### src/rtl/ps2_rx_fifo.sv
// PS/2 device-to-host receiver: synchroniser, 11-bit frame checker, watchdog and byte FIFO.
// Optional macro PS2_BREAK_TAG_EN folds 0xF0 break prefixes into a brk flag on the next byte.
module ps2_rx_fifo #(
    parameter int FIFO_DEPTH     = 8,
    parameter int SYNC_STAGES    = 3,
    parameter int TIMEOUT_CYCLES = 50000
) (
    input  logic                        clk,
    input  logic                        resetn,
    input  logic                        ps2_clk,
    input  logic                        ps2_data,
    output logic [7:0]                  data,
`ifdef PS2_BREAK_TAG_EN
    output logic                        brk,
`endif
    output logic                        valid,
    input  logic                        ready,
    output logic [$clog2(FIFO_DEPTH):0] count,
    output logic                        overflow,
    input  logic                        clr_overflow,
    output logic                        parity_err,
    output logic                        frame_err
);
    localparam int AW  = $clog2(FIFO_DEPTH);
    localparam int CW  = AW + 1;
    localparam int WDW = (TIMEOUT_CYCLES > 1) ? $clog2(TIMEOUT_CYCLES) : 1;
    localparam logic [WDW-1:0] WD_LAST = (TIMEOUT_CYCLES > 0) ? WDW'(TIMEOUT_CYCLES - 1) : '0;
`ifdef PS2_BREAK_TAG_EN
    localparam int DW = 9;
`else
    localparam int DW = 8;
`endif

    typedef enum logic {IDLE, RECV} state_t;

    // Synchronisers reset high so reset release never looks like a falling edge
    logic [SYNC_STAGES-1:0] sync_clk, sync_data;
    logic sample, bit_in;

    always_ff @(posedge clk) begin
        if (!resetn) begin
            sync_clk  <= '1;
            sync_data <= '1;
        end else begin
            sync_clk  <= {sync_clk[SYNC_STAGES-2:0], ps2_clk};
            sync_data <= {sync_data[SYNC_STAGES-2:0], ps2_data};
        end
    end

    assign sample = sync_clk[SYNC_STAGES-1] & ~sync_clk[SYNC_STAGES-2];
    assign bit_in = sync_data[SYNC_STAGES-1];

    state_t         state, state_n;
    logic [3:0]     bitcnt, bitcnt_n;
    logic [9:0]     frame, frame_n;
    logic [WDW-1:0] wdog, wdog_n;
    logic           push_req, perr_n, ferr_n;

    always_ff @(posedge clk) begin
        if (!resetn) begin
            state  <= IDLE;
            bitcnt <= '0;
            frame  <= '0;
            wdog   <= '0;
        end else begin
            state  <= state_n;
            bitcnt <= bitcnt_n;
            frame  <= frame_n;
            wdog   <= wdog_n;
        end
    end

    always_comb begin
        state_n  = state;
        bitcnt_n = bitcnt;
        frame_n  = frame;
        wdog_n   = wdog;
        push_req = 1'b0;
        perr_n   = 1'b0;
        ferr_n   = 1'b0;
        case (state)
            IDLE: begin
                wdog_n = '0;
                if (sample) begin
                    frame_n[0] = bit_in;
                    bitcnt_n   = 4'd1;
                    state_n    = RECV;
                end
            end
            RECV: begin
                if (sample) begin
                    wdog_n = '0;
                    if (bitcnt == 4'd10) begin
                        // Stop bit is checked live, it is never stored
                        state_n  = IDLE;
                        bitcnt_n = '0;
                        if (frame[0] || !bit_in) ferr_n = 1'b1;
                        else if (!(^frame[9:1])) perr_n = 1'b1;
                        else push_req = 1'b1;
                    end else begin
                        frame_n[bitcnt] = bit_in;
                        bitcnt_n        = bitcnt + 4'd1;
                    end
                end else if (TIMEOUT_CYCLES != 0 && wdog == WD_LAST) begin
                    state_n  = IDLE;
                    bitcnt_n = '0;
                    wdog_n   = '0;
                    ferr_n   = 1'b1;
                end else if (TIMEOUT_CYCLES != 0) begin
                    wdog_n = wdog + 1'b1;
                end
            end
            default: state_n = IDLE;
        endcase
    end

    logic [7:0]    rx_byte;
    logic          push;
    logic [DW-1:0] push_word;
    assign rx_byte = frame[8:1];

`ifdef PS2_BREAK_TAG_EN
    logic brk_pend;
    assign push      = push_req && (rx_byte != 8'hF0);
    assign push_word = {brk_pend, rx_byte};

    always_ff @(posedge clk) begin
        if (!resetn)       brk_pend <= 1'b0;
        else if (push_req) brk_pend <= (rx_byte == 8'hF0);
    end
`else
    assign push      = push_req;
    assign push_word = rx_byte;
`endif

    logic [DW-1:0] mem [FIFO_DEPTH];
    logic [AW-1:0] wr_ptr, rd_ptr;
    logic          pop, full, wr_en;
    logic [DW-1:0] head;

    assign valid = (count != '0);
    assign pop   = valid & ready;
    assign full  = (count == CW'(FIFO_DEPTH));
    // A push into a full FIFO still lands when the head leaves in the same cycle
    assign wr_en = push & (~full | pop);
    assign head  = mem[rd_ptr];
    assign data  = valid ? head[7:0] : 8'h00;
`ifdef PS2_BREAK_TAG_EN
    assign brk   = valid ? head[8] : 1'b0;
`endif

    always_ff @(posedge clk) begin
        if (wr_en) mem[wr_ptr] <= push_word;
    end

    always_ff @(posedge clk) begin
        if (!resetn) begin
            wr_ptr     <= '0;
            rd_ptr     <= '0;
            count      <= '0;
            overflow   <= 1'b0;
            parity_err <= 1'b0;
            frame_err  <= 1'b0;
        end else begin
            parity_err <= perr_n;
            frame_err  <= ferr_n;
            if (wr_en) wr_ptr <= wr_ptr + 1'b1;
            if (pop)   rd_ptr <= rd_ptr + 1'b1;
            case ({wr_en, pop})
                2'b10:   count <= count + 1'b1;
                2'b01:   count <= count - 1'b1;
                default: count <= count;
            endcase
            if (push && full && !pop) overflow <= 1'b1;
            else if (clr_overflow)    overflow <= 1'b0;
        end
    end
endmodule

### config.mk
export PLATFORM = sky130hd
export DESIGN_NAME = ps2_rx_fifo
export DESIGN_NICKNAME = d
export VERILOG_FILES = /design/src/rtl/ps2_rx_fifo.sv
export SDC_FILE = /design/constraint.sdc
export NUM_CORES = 1
export LEC_CHECK = 0
export CORE_MARGIN = 3
export CORE_UTILIZATION = 40
export DETAILED_ROUTE_END_ITERATION = 7
export PLACE_DENSITY_LB_ADDON = 0.2
export SLEW_MARGIN = 10
export SYNTH_ARGS = -nofsm -noshare
export SYNTH_HDL_FRONTEND = slang
export SYNTH_SLANG_ARGS = --single-unit
export TNS_END_PERCENT = 100
### constraint.sdc
create_clock -name clk -period 3.55 [get_ports clk]
set_input_delay 0.5325 -clock clk [delete_from_list [all_inputs] [get_ports clk]]
set_output_delay 0.5325 -clock clk [all_outputs]
set_load 0.005 [all_outputs]
==> metrics.csv <==
stage;metric;value;unit
status;status;finished, final reports clean;
final_layout;fillers;1027;
sta;slew_viol_final;0;
hold_path;holdCritPathClass;reg2reg;
routing;drc;0;
die;num_rows;39;
grt;grt_max_degree;39;
logic_synthesis;synth.largest_area_cell;edfxtp_1;
sta;final_hold_viol_count;0;
routing;routed_via_density;4.85;
final_layout;final_nets;425;
grt;antenna_found_initial;0;
clock_tree;cts_root_buf;clkbuf_16;
final_layout;insertedDiodeCount;0;
logic_synthesis;ys_seq_area_frac;0.604;
sta;skew;0.0141;ns
logic_synthesis;synth_area;4940;um^2
logic_synthesis;netlist_instances;379;
worst_setup_path;start_kind;flip-flop;
pwr;swShare;0.194;
die;die_h;117;um
worst_setup_path;r2r-start;frame[1]$_SDFFE_PN0P_;
worst_setup_path;end_kind;output port;
routing;avgRoutedWirePerCell;14.9;um
sta;min_period;3.04;ns
logic_synthesis;syn-num-nets;391;
worst_setup_path;cp_top_family;buffers and inverters;
worst_setup_path;path_buf_inv;2;
clock_tree;cts_hold_buf;0;
placed_design;io_buffers;21;
grt;grt_pass1_vias;2885;
clock_tree;cts.clk_slew.worst_paths;0.05;ns
sta;max-slew-margin-rel;0.461;
clock_tree;cts_buffers;17;
worst_setup_path;critPathSlowestCell;dfxtp_1;
logic_synthesis;ys_ff_latch;117;
logic_synthesis;synth_compound_area_frac;0.0319;
clock_tree;clk_latency;0.41;ns
pwr;share_comb_of_total_power;0.011;
logic_synthesis;yosys.area.top_type_share;0.389;
worst_setup_path;critPathKind;reg2out;
placed_design;pre_cts_slack;0.664;ns
sta;tns;0;ns
clock_tree;cts.sinks;117;
clock_tree;cts_tree;done;
sta;max_freq;329;MHz
placed_design;dpl.hpwl;5650;um
worst_setup_path;reg2reg_to;count[3]$_SDFFE_PN0P_;
clock_tree;cts_setup_buffers;0;
pwr;power_density;528;nW/um^2
pwr;p_int;2.54;mW
routing;wl;8790;um
die;io_pins;22;
die;die_w;117;um
logic_synthesis;synth_mux_area_frac;0.122;
sta;rsz0062_at_grt;no;
clock_tree;cts_buffer_depth;2;
final_layout;layout-drive-gt1-share;0.157;
final_layout;final_cell_mix;64 x edfxtp_1, 53 x dfxtp_1, 37 x nor2_1;
logic_synthesis;synth_simple_gate_area_frac;0.156;
worst_setup_path;r2r_cells;10;
pwr;p_switching;610;uW
sta;holdWs;0.403;ns
sta;layout_setup_ws;0.512;ns
worst_setup_path;worstPathArrival;2.51;ns
pwr;p_leak;2.01;nW
job;maxCapViolations;0;
logic_synthesis;synth_xor_area_frac;0.0484;
logic_synthesis;ys_warn_count;0;
final_layout;mostFrequentLayoutCell;edfxtp_1;
clock_tree;cts_max_level;4;
worst_setup_path;required;3.02;ns
hold_path;min-delay-start;sync_clk[0]$_SDFF_PN1_;
sta;worst_pin_slew;0.807;ns
logic_synthesis;synth_top_family_by_area;simple AND/OR/NAND/NOR gates;
routing;ant_nets;0;
worst_setup_path;crit_chain;buf_4 > mux4_2 > mux2i_1 > nor2_1 > clkdlybuf4s50_1;
routing;drtIter0Drc;138;
hold_path;min_to;sync_clk[1]$_SDFF_PN1_;
grt;grt_first_pass_wirelength;14700;um
logic_synthesis;ys_top_cells_by_area;edfxtp_1 39%, dfxtp_1 21%, mux4_2 7.3%;
logic_synthesis;postSynthAreaPerCell;13.0;um^2
worst_setup_path;worst_path_largest_cell_delay;0.59;ns
die;initial_utilization;0.420;
pwr;power_frac_seq;0.453;
worst_setup_path;reg2reg_slack;0.64;ns
logic_synthesis;ys_types;45;
routing;drt_pass1_iterations;4;
clock_tree;cts_resized;0;
worst_setup_path;path_max_fanout;10;
routing;vias;2863;
final_layout;synthToLayoutAreaGrowth;20.8;%
die;die_area;13700;um^2
final_layout;final_cells;590;
sta;post-route-period-util;0.856;
pwr;clkPwrFrac;0.536;
sta;setup_violations;0;
hold_path;hold_depth;1;
grt;grt-ovfl-total;0;
placed_design;dp.cells;558;
die;core_area;11800;um^2
grt;groute.usage.overall;0.145;
pwr;peakVddDrop;0.252;mV
placed_design;gp_congestion;0.763;
logic_synthesis;synthAdderAreaFrac;0.0167;
[synth_stat cells (all sizes together)]
cell / number
nor4bb: 1
nand4bb: 1
fa: 1
and4bb: 1
buf: 4
nor4: 6
ha: 5
a22oi: 3
nor2b: 16
xor2: 11
nand2: 25
and3: 4
clkbuf: 14
nor3: 7
o21ai: 6
nor2: 37
mux4: 16
mux2i: 24
nand3: 7
a31oi: 1
a21bo: 1
and2: 6
edfxtp: 64
or4: 1
a21oi: 8
xnor3: 1
nand4: 4
xnor2: 12
nand3b: 1
inv: 10
a21o: 1
a21boi: 5
nor3b: 6
dfxtp: 53
nand2b: 14
and4: 2
[per-stage QoR]
stage	util	total power, mW	cell area (um^2)
final	0.507	3.15	5960
after CTS	0.507	3.18	5960
after floorplan	-	1.48	4940
after global placement	0.457	1.49	5370
after detailed placement	0.457	1.49	5370
after global routing	0.507	3.25	5960
[cell type report]
class                      instances  area, um^2  share of cell area
inverter                          10        37.5             0.00629
sequential                       117        2980               0.500
multi-input combinational        234        1850               0.310
timing repair buffer              33         300              0.0504
clock buffer                      19         433              0.0726
clock inverter                    13         156              0.0262
tap                              164         205              0.0344
[power by group through the flow]
stage / logic [mW] / registers (mW) / clock network [mW]
global route: 0.0377 / 1.43 / 1.78
detailed placement: 0.0339 / 1.45 / 0
floorplan: 0.0255 / 1.45 / 0
CTS: 0.0341 / 1.43 / 1.72
global placement: 0.0334 / 1.45 / 0
finish: 0.0335 / 1.43 / 1.69
[how the worst max path moves through the flow]
stage / to / slack, ns / depth (start not counted)
finish: data[6] / 0.51 / 5
detailed placement: count[3]$_SDFFE_PN0P_ / 0.66 / 10
global route: data[3] / 0.31 / 5
global placement: count[3]$_SDFFE_PN0P_ / 0.79 / 10
CTS: data[3] / 0.44 / 5
floorplan: mem[5][0]$_DFFE_PP_ / 0.80 / 6
[cell families (layout without fill, tap and decap cells)]
kind of cell	after synthesis	after routing
AO/OA/AOI/OAI	25	25
AND/OR/NAND/NOR	139	139
multiplexers	40	40
adder cells (fa/ha/maj)	6	6
flip-flops	117	117
buffers and inverters	28	75
XOR/XNOR	24	24
[flip-flops by register name, indices dropped and copies added, names as in the netlist, named ones only]
signal and count:
sync_clk 3, bitcnt 4, wdog 16, wr_ptr 3, state 1, sync_data 3, mem 64, frame 10
rd_ptr 3, overflow 1, parity_err 1, frame_err 1, count 4
[layer usage]
metal,up-vias,wire length [um],GRT usage
li1,1432,-,-
met1,1370,4310,0.198
met2,53,3970,0.210
met3,8,393,0.0483
met4,0,107,0.0657
met5,-,0,0
Note: power is estimated with default switching activity, not from simulation.
